**src/rtl/same_bit_pipe.sv**
```systemverilog
`default_nettype none
// ============================================================================
// Module      : same_bit_pipe
// Description : DEPTH-stage elastic register pipeline with valid/ready
//               handshaking on both sides. Each stage holds one WIDTH-bit word
//               plus a valid bit; a stage advances whenever its successor
//               advances or is empty, so bubbles collapse and full throughput
//               is kept under back-pressure. flush drops every word in flight.
//
// Ports       : clk         - clock, all state updates on the rising edge
//               reset       - synchronous active-high reset (clears data+valid)
//               flush       - drop all words in flight at the next edge
//               Ain         - input word
//               Ain_valid   - Ain offered for transfer
//               Ain_ready   - pipeline accepts Ain this cycle
//               Aout        - output word (last stage data register)
//               Aout_valid  - Aout holds a word (last stage valid bit)
//               Aout_ready  - consumer takes Aout this cycle
//               occupancy   - number of valid stages (only with
//                             SAME_BIT_PIPE_COUNT_EN defined)
//
// Options     : SAME_BIT_PIPE_COUNT_EN - adds the registered occupancy port
//
// Revision    : 1.0 - initial release
// ============================================================================
module same_bit_pipe #(
    parameter int WIDTH = 8,
    parameter int DEPTH = 4
) (
    input  logic                         clk,
    input  logic                         reset,
    input  logic                         flush,
    input  logic [WIDTH-1:0]             Ain,
    input  logic                         Ain_valid,
    output logic                         Ain_ready,
    output logic [WIDTH-1:0]             Aout,
    output logic                         Aout_valid,
    input  logic                         Aout_ready
`ifdef SAME_BIT_PIPE_COUNT_EN
    ,
    output logic [$clog2(DEPTH+1)-1:0]   occupancy
`endif
);

    logic [WIDTH-1:0] r_data [DEPTH];
    logic [DEPTH-1:0] r_valid;
    logic [DEPTH-1:0] w_adv;
    logic [DEPTH-1:0] w_valid_nxt;
    logic             w_in_fire;

    // Stage k advances when the consumer is ready or any stage downstream of
    // it (including the last stage itself for k = DEPTH-1) is empty. This is
    // the unrolled form of the ripple "advance[k+1] || !valid[k+1]", written
    // without a self-referencing vector so there is no combinational loop.
    always_comb begin
        w_adv = '0;
        for (int k = 0; k < DEPTH; k++) begin
            w_adv[k] = Aout_ready;
            for (int j = k; j < DEPTH; j++) begin
                if ((j > k || k == DEPTH - 1) && !r_valid[j]) begin
                    w_adv[k] = 1'b1;
                end
            end
        end
    end

    // No path from Ain_valid; reset and flush block acceptance.
    assign Ain_ready = w_adv[0] && !flush && !reset;
    assign w_in_fire = Ain_valid && Ain_ready;

    always_comb begin
        w_valid_nxt    = r_valid;
        w_valid_nxt[0] = w_adv[0] ? w_in_fire : r_valid[0];
        for (int k = 1; k < DEPTH; k++) begin
            w_valid_nxt[k] = w_adv[k] ? r_valid[k-1] : r_valid[k];
        end
        if (flush) begin
            w_valid_nxt = '0;
        end
    end

    // Data registers load only when real data moves in, so an empty pipeline
    // keeps Aout stable and flush leaves the (invalid) data untouched.
    always_ff @(posedge clk) begin
        if (reset) begin
            r_valid <= '0;
            for (int k = 0; k < DEPTH; k++) begin
                r_data[k] <= '0;
            end
        end else begin
            r_valid <= w_valid_nxt;
            if (w_in_fire) begin
                r_data[0] <= Ain;
            end
            for (int k = 1; k < DEPTH; k++) begin
                if (w_adv[k] && r_valid[k-1] && !flush) begin
                    r_data[k] <= r_data[k-1];
                end
            end
        end
    end

    assign Aout       = r_data[DEPTH-1];
    assign Aout_valid = r_valid[DEPTH-1];

`ifdef SAME_BIT_PIPE_COUNT_EN
    localparam int OCC_W = $clog2(DEPTH + 1);

    logic [OCC_W-1:0] r_occupancy;
    logic [OCC_W-1:0] w_occ_nxt;

    // Count the valid bits that will be present after this edge so the
    // registered count always matches the registered valid vector.
    always_comb begin
        w_occ_nxt = '0;
        for (int k = 0; k < DEPTH; k++) begin
            w_occ_nxt = w_occ_nxt + OCC_W'(w_valid_nxt[k]);
        end
    end

    always_ff @(posedge clk) begin
        if (reset) begin
            r_occupancy <= '0;
        end else begin
            r_occupancy <= w_occ_nxt;
        end
    end

    assign occupancy = r_occupancy;
`endif

endmodule
`default_nettype wire

```
**config.mk**
```make
export PLATFORM = sky130hd
export DESIGN_NAME = same_bit_pipe
export DESIGN_NICKNAME = d
export VERILOG_FILES = /design/src/rtl/same_bit_pipe.sv
export SDC_FILE = /design/constraint.sdc
export NUM_CORES = 1
export LEC_CHECK = 0
export ABC_AREA = 1
export CAP_MARGIN = 10
export CORE_MARGIN = 3
export CORE_UTILIZATION = 45
export CTS_CLUSTER_DIAMETER = 100
export CTS_CLUSTER_SIZE = 30
export DETAILED_ROUTE_END_ITERATION = 7
export PLACE_DENSITY = 0.69
export SLEW_MARGIN = 10
export SYNTH_ARGS = -nofsm -noshare
export SYNTH_HDL_FRONTEND = slang
export SYNTH_SLANG_ARGS = --single-unit
```
**constraint.sdc**
```tcl
create_clock -name clk -period 2.4 [get_ports clk]
set_input_delay 0.48 -clock clk [delete_from_list [all_inputs] [get_ports clk]]
set_output_delay 0.48 -clock clk [all_outputs]
set_load 0.01 [all_outputs]
```
==> run summary, run 1 <==
CP Capture Type: output pin
final core utilization: 61.4%
Initial Utilization: 49.5%
crit path time final: 2270 ps
WP buf/inv: 4
syn_nets: 142
pin count of the biggest net entering global routing: 11
CTS HTree Levels: 2
sequential fraction of the synthesis area: 72.5%
final setup violation count: 0
Max-Cap Viols: 0
Netlist cell types: 11
worst endpoint data arrival time: 1790 ps
Placed Cells incl. Taps: 194
global-route wire length before repair: 3620 um
Die W: 62.5 um
vias: 875
Pins Over Slew Limit: 0
Num CTS Buffers: 5
Die H: 62.5 um
post_cts resized: 0
Detail Placement HPWL: 1540 um
CP peak stage delay: 530 ps
FF/Latch Area: 1040 um2
Slew @ Worst Pin: 319 ps
RSZ-0062 raised after global routing: no
RePlAce Congestion: 0.682
# DRC: 0
Slowest-stage cell, CP: clkdlybuf4s50_1
Nets: 172
Max Clock Freq: 440 MHz
CP max FO: 3
fin crit share: 94.7%
data required time of the worst path: 1920 ps
CTS Sinks: 36
Clk Latency, worst-skew pair: 320 ps
crit path cell chain: clkdlybuf4s50_1 -> inv_1 -> nand4_1 -> nand2_1 -> inv_1 -> clkdlybuf4s50_1
Worst Hold Class: flip-flop to flip-flop
layout cells sized above 1: 8.18%
multi-input logic area: 248 um2
cell family with most CP delay: buffers and inverters
Slew HR: 78.7%
Routed WL: 1970 um
setup bufs post-CTS: 0
TritonRoute pass-1 iters: 4
GRT Residual Overflow: 0
Non-Filler Instances: 201
Final ANT Viol Nets: 0
Synth top area share: 67.0%
# port buffers: 22
setup_tns: 0 ps
Synth warnings: 0
critical path class: input pin to output pin
1st-iter DRT viols: 29
clock buffer depth: 2
final hold vios: 0
root buf cell: clkbuf_4
die area: 3900 um2
Seq cells post-synth: 36
run status: complete, no violations
hold slack: 518 ps
row cnt: 19
Mapped Avg Cell Area: 11.1 um2
clock-pin slew on the worst setup and hold paths: 100 ps
Total GRT Usage: 11.8%
Avg WL per Cell: 9.82 um
CTS tree: yes
most common cell after layout, fill and taps aside: inv_1
vias in the first global route: 866
synthesized cell area: 1440 um2
crit path launch type: input pin
via-per-instance ratio: 4.35
fill count: 249
core area: 2900 um2
area delta synth->final: 24.1%
IO Pins: 23
VDD IR max: 0.301 mV
initial antenna violation count: 0
power per cell area: 631 nW/um2
commonest cells after routing, fill and taps aside: 39 x inv_1, 33 x nor2_1, 32 x edfxtp_1, 22 x clkdlybuf4s50_1, 7 x nand2_1
post-synth top area cell: edfxtp_1
leakage power: 0.738 nW
final clock skew: 5.61 ps
n_diodes: 0
top area cells in the synthesized netlist: edfxtp_1 67%, inv_1 10%, nor2_1 8.6%
Post-Syn Instances: 129
Hold Buf Count CTS: 0
-- worst register-to-register path: stages, from the launching register on --
cell	delay [ps]
dfxtp_1	430
nand4_1	220
nand3_2	220
nand2_1	250
-- sequential cells by signal (all words and copies together) (netlist names) --
register and flops:
r_data 32, r_valid 4
-- worst paths after layout --
kind                            startpoint           end  slack, ps  cells past startpoint
worst max-delay path            Aout_ready     Ain_ready        130                      6
worst min-delay path            r_valid[0]    r_valid[0]        520                      2
worst max register to register  r_valid[2]  r_data[0][0]        990                      3
worst min register to register  r_valid[0]    r_valid[0]        520                      2
-- power breakdown --
group / switching (W) / internal, W
clock: 0.000176 / 0.000166
combinational: 0.0000350 / 0.0000333
sequential: 0.00000720 / 0.000705
total: 0.000218 / 0.000904
-- layer usage --
metal  global-route usage, %  up-vias  share of wire [%]
met5                       0        -                  0
met4                    4.13        0                1.4
met2                    21.2       24                 55
li1                        -      456                  -
met3                    3.78        3                5.6
met1                    13.0      392                 38
-- cells in the mapped netlist, drive strengths merged --
library cell and instances:
dfxtp 4, edfxtp 32, nand2 7, inv 39, nor2 34, nand4 1
a21oi 1, nand3 9, o21ai 2
-- cell type report --
type / instances / area share, %
clock buffers: 7 / 3.65
inverters: 39 / 8.22
multi-input cells: 54 / 13.9
flip-flops and latches: 36 / 58.5
well taps: 42 / 2.95
repair buffers: 23 / 12.8
-- stage by stage --
step	worst slack [ps]	instance area (um2)	power [W]
6_report	127	1780	0.00112
5_1_grt	40.5	1780	0.00118
4_1_cts	128	1780	0.00113
3_5_place_dp	130	1720	0.000796
3_3_place_gp	175	1720	0.000791
2_1_floorplan	998	1440	0.000756
-- cells by family after synthesis --
group,synth area share [%]
flip-flops,72.5
AND/OR/NAND/NOR,16.2
AO/OA/AOI/OAI,1.05
buffers and inverters,10.2
(Power assumes the default switching activity.)
==> run 2, diff against run 1 <==
Settings changed: ABC_AREA 1 to default.
==> run 2 against run 1 <==
Compared with the run above: clock power is 17% lower; hold slack got worse by 40 ps; sequential power about the same; largest power group unchanged; power shrank 5.9%; utilization decreased by 0.45 points.
==> run summary, run 2 <==
run status: complete, no violations
most common cell in the netlist: edfxtp_1
final worst slack: 82.8 ps
# port buffers: 22
Synth warnings: 0
crit path time final: 2320 ps
clock-pin slew on the worst setup and hold paths: 90 ps
root buf cell: clkbuf_4
n_diodes: 0
final setup violation count: 0
Netlist cell types: 20
VDD IR max: 0.364 mV
TritonRoute pass-1 iters: 4
IO Pins: 23
Nets: 138
Seq cells post-synth: 36
1st-iter DRT viols: 9
leakage power: 0.683 nW
CP max FO: 4
CTS Sinks: 36
clock buffer depth: 2
hold slack: 478 ps
Total GRT Usage: 10.6%
crit path launch type: input pin
Avg WL per Cell: 9.95 um
Num CTS Buffers: 5
top area cells in the synthesized netlist: edfxtp_1 68%, and2_1 12%, dfxtp_1 5.7%
Tot Pwr: 0.00106 W
Routed WL: 1670 um
final hold vios: 0
Worst Hold Class: flip-flop to flip-flop
RSZ-0062 raised after global routing: no
critical path class: input pin to output pin
syn_nets: 106
pin count of the biggest net entering global routing: 11
worst endpoint data arrival time: 1840 ps
vias in the first global route: 687
setup bufs post-CTS: 0
sequential fraction of the synthesis area: 73.8%
fin crit share: 96.5%
CP Capture Type: output pin
Max Clock Freq: 432 MHz
Post-Syn Instances: 93
Synth top cells by count: 32 x edfxtp_1, 28 x and2_1, 5 x and2_2, 4 x dfxtp_1, 4 x nor2_1
Post-Place Setup Slack: 81.8 ps
Clk Latency, worst-skew pair: 320 ps
Max-Cap Viols: 0
CTS tree: yes
layout cells sized above 1: 15.1%
Synth top area share: 68.1%
RePlAce Congestion: 0.674
initial antenna violation count: 0
Reg with most FFs: r_data
GRT Residual Overflow: 0
via-per-instance ratio: 4.51
row cnt: 19
ys async rst share: 0%
Slew @ Worst Pin: 325 ps
most common cell after layout, fill and taps aside: edfxtp_1
data required time of the worst path: 1920 ps
Hold Buf Count CTS: 0
area delta synth->final: 24.3%
Slew HR: 78.3%
max reg flops: 32
Placed Cells incl. Taps: 160
Die W: 62.0 um
Initial Utilization: 49.0%
Non-Filler Instances: 168
Detail Placement HPWL: 1270 um
Pins Over Slew Limit: 0
post_cts resized: 0
vias: 757
commonest cells after routing, fill and taps aside: 32 x edfxtp_1, 28 x and2_1, 22 x clkdlybuf4s50_1
setup_tns: 0 ps
final clock skew: 2.53 ps
EDFF count, synth: 32
core area: 2880 um2
global-route wire length before repair: 2830 um
die area: 3840 um2
Final ANT Viol Nets: 0
Mapped Avg Cell Area: 15.2 um2
synthesized cell area: 1410 um2
# DRC: 0
largest registers: r_data x32, r_valid x4
post-synth top area cell: edfxtp_1
CTS HTree Levels: 2
power per cell area: 603 nW/um2
Die H: 62.0 um
top_reg_cell synth: edfxtp_1
-- run 2: cell types whose count changed in the layout (fill, tap and decap cells not counted), moves of 5 or more --
| cell | delta |
|---|---|
| and2_1 | +28 |
| and2_2 | +5 |
| inv_1 | -39 |
| nand2_1 | -5 |
| nand3_1 | -5 |
| nor2_1 | -29 |
-- run 2: power breakdown --
part           internal, W  leakage (nW)  switching [W]
Combinational    0.0000374         0.287      0.0000256
Sequential        0.000704         0.370     0.00000466
Clock             0.000113        0.0269       0.000172
Total             0.000855         0.683       0.000202
-- run 2: layer usage --
metal  up-vias  part of all wire, %  global-route usage, %
met5         -                    0                      0
met4         0                 0.78                   4.55
met3         2                  7.9                   6.20
met2        22                   53                   18.2
met1       344                   38                   10.2
li1        389                    -                      -
-- run 2: final timing paths --
kind                            cells after the start  slack (ps)      endpoint        from
worst min-delay path                                2         480    r_valid[0]  r_valid[0]
worst max register to register                      4         910  r_data[0][4]  r_valid[3]
worst min register to register                      2         480    r_valid[0]  r_valid[0]
worst max-delay path                                4          80     Ain_ready  Aout_ready
-- run 2: logic make-up (layout without fill, tap and decap cells) --
kind of cell    Yosys count  after routing  synth area share (%)
simple gates             49             49                  21.9
compound gates            6              6                  3.11
buf+inv                   2             35                  1.15
flops                    36             36                  73.8
-- run 2: through the flow --
step                      area [um2]  utilization (%)
final                           1750             60.9
after global routing            1750             60.9
after CTS                       1750             60.9
after detailed placement        1700             59.2
after global placement          1700             59.2
after floorplan                 1410                -
-- run 2: cell type report --
class                           instances  area (um2)
Fill cell                             217        1120
Sequential cell                        36        1040
Multi-Input combinational cell         55         353
Timing Repair Buffer                   27         258
Tap cell                               42        52.6
Clock buffer                            7        45.0
Clock inverter                          1        3.75
-- run 2: critical path, stage by stage --
cell	delay, ps
clkdlybuf4s50_1	450
nand4b_2	230
and2_2	210
clkdlybuf4s50_1	470
==> run 3, diff against run 2 <==
Settings changed: CORE_MARGIN 3 to default.
==> run 3 against run 2 <==
Compared with the run above: register-to-register slack improved by 70 ps; the run now ends with DRC left; combinational power rose by 1%; sequential power barely moved; sequential share of layout area rose by 0.56 points; clock power fell by 4%; wire length rose by 2.9%; maximum frequency rose by 0.84%; clock skew rose by 9.8 ps; largest cell class unchanged; critical endpoint unchanged; highest routed layer unchanged.
==> run summary, run 3 (synthesis gave the netlist of run 2 again) <==
Num CTS Buffers: 5
clock buffer depth: 2
run status: finished with violations
setup bufs post-CTS: 0
path depth of the worst reg2reg path: 3
RePlAce Congestion: 0.778
RSZ-0062 raised after global routing: no
Routed WL: 1720 um
fin crit share: 95.7%
Initial Utilization: 49.4%
IO Pins: 23
Detail Placement HPWL: 1290 um
most common cell after layout, fill and taps aside: edfxtp_1
CTS HTree Levels: 2
vias: 742
die area: 3360 um2
worst reg2reg endpoint: r_data[0][4]
largest registers: r_data x32, r_valid x4
Pins Over Slew Limit: 0
crit path time final: 2300 ps
Die W: 58.0 um
max reg flops: 32
Final ANT Viol Nets: 0
power per cell area: 603 nW/um2
via-per-instance ratio: 4.79
Max-Cap Viols: 0
final clock skew: 12.4 ps
layout cells sized above 1: 14.5%
Slew HR: 78.1%
initial antenna violation count: 0
Slew @ Worst Pin: 329 ps
CP max FO: 4
FF-to-FF setup slack: 980 ps
commonest cells after routing, fill and taps aside: 32 x edfxtp_1, 28 x and2_1, 22 x clkdlybuf4s50_1, 5 x and2_2, 5 x clkbuf_4
Placed Cells incl. Taps: 148
Worst Hold Class: flip-flop to flip-flop
worst endpoint data arrival time: 1820 ps
setup_tns: 0 ps
TritonRoute pass-1 iters: 7
Max Clock Freq: 435 MHz
FF-to-FF Start: r_valid[2]
# port buffers: 22
Hold EP: r_valid[0]
clock-pin slew on the worst setup and hold paths: 90 ps
Total GRT Usage: 12.9%
# DRC: 3
1st-iter DRT viols: 20
Reg with most FFs: r_data
critical path class: input pin to output pin
Clk Latency, worst-skew pair: 330 ps
area delta synth->final: 23.2%
Hold Path Origin: r_valid[0]
Avg WL per Cell: 11.1 um
CTS Sinks: 36
n_diodes: 0
hold slack: 476 ps
row cnt: 19
data required time of the worst path: 1920 ps
CP Capture Type: output pin
VDD IR max: 0.382 mV
core area: 2850 um2
worst hold stages: 2
fill count: 214
GRT Residual Overflow: 0
vias in the first global route: 720
global-route wire length before repair: 2970 um
pin count of the biggest net entering global routing: 11
final setup violation count: 0
failing checks: DRC
Non-Filler Instances: 155
CTS tree: yes
leakage power: 0.694 nW
Die H: 58.0 um
root buf cell: clkbuf_4
final hold vios: 0
crit path launch type: input pin
Nets: 137
-- run 3: cell count changes in the layout (fill, tap and decap cells not counted), sizes merged --
cell,change
buf,-1
clkbuf,-2
clkinv,+1
-- run 3: area by class of cell --
type | count | area (um2) | area share [%]
well taps | 31 | 38.8 | 2.23
flip-flops and latches | 36 | 1040 | 59.9
repair buffers | 26 | 250 | 14.4
clock buffers | 5 | 37.5 | 2.16
multi-input cells | 55 | 362 | 20.8
clock inverters | 2 | 7.51 | 0.432
-- run 3: where the power goes --
part / switching, W / total, W / internal [W]
logic: 0.0000258 / 0.0000636 / 0.0000378
clock network: 0.000172 / 0.000274 / 0.000102
registers: 0.00000528 / 0.000710 / 0.000705
total: 0.000203 / 0.00105 / 0.000844
-- run 3: critical path, cell delays in order --
cell,delay [ps]
clkdlybuf4s50_1,510
nand4b_4,160
and2_2,140
clkdlybuf4s50_1,520
-- run 3: worst max path at each step --
stage          slack (ps)            to       start  cells after the start
6_report              100     Ain_ready  Aout_ready                      4
5_1_grt                50     Ain_ready  Aout_ready                      4
4_1_cts                40     Ain_ready  Aout_ready                      4
3_5_place_dp           40     Ain_ready  Aout_ready                      4
3_3_place_gp           80     Ain_ready  Aout_ready                      4
2_1_floorplan         810  r_data[0][0]  Aout_ready                      4
-- run 3: through the flow --
step | util, % | power [W] | area (um2) | worst slack, ps
floorplan | - | 0.000749 | 1410 | 811
global placement | 59.0 | 0.000785 | 1680 | 78.6
detailed placement | 59.0 | 0.000788 | 1680 | 36.9
CTS | 60.6 | 0.00106 | 1730 | 41.3
global route | 60.9 | 0.00110 | 1740 | 54.4
finish | 60.9 | 0.00105 | 1740 | 102
-- run 3: per-layer routing --
| layer | GRT usage, % | wire, um |
|---|---|---|
| met5 | 0 | 0 |
| met4 | 6.12 | 14 |
| met3 | 7.37 | 114 |
| met2 | 23.6 | 960 |
| met1 | 11.0 | 629 |
-- run 3: timing repair --
item / 4_1_cts / 5_1_grt
hold buffers: 0 / 0
gates resized for setup: 0 / 1
endpoints found under the setup margin: 0 / 1
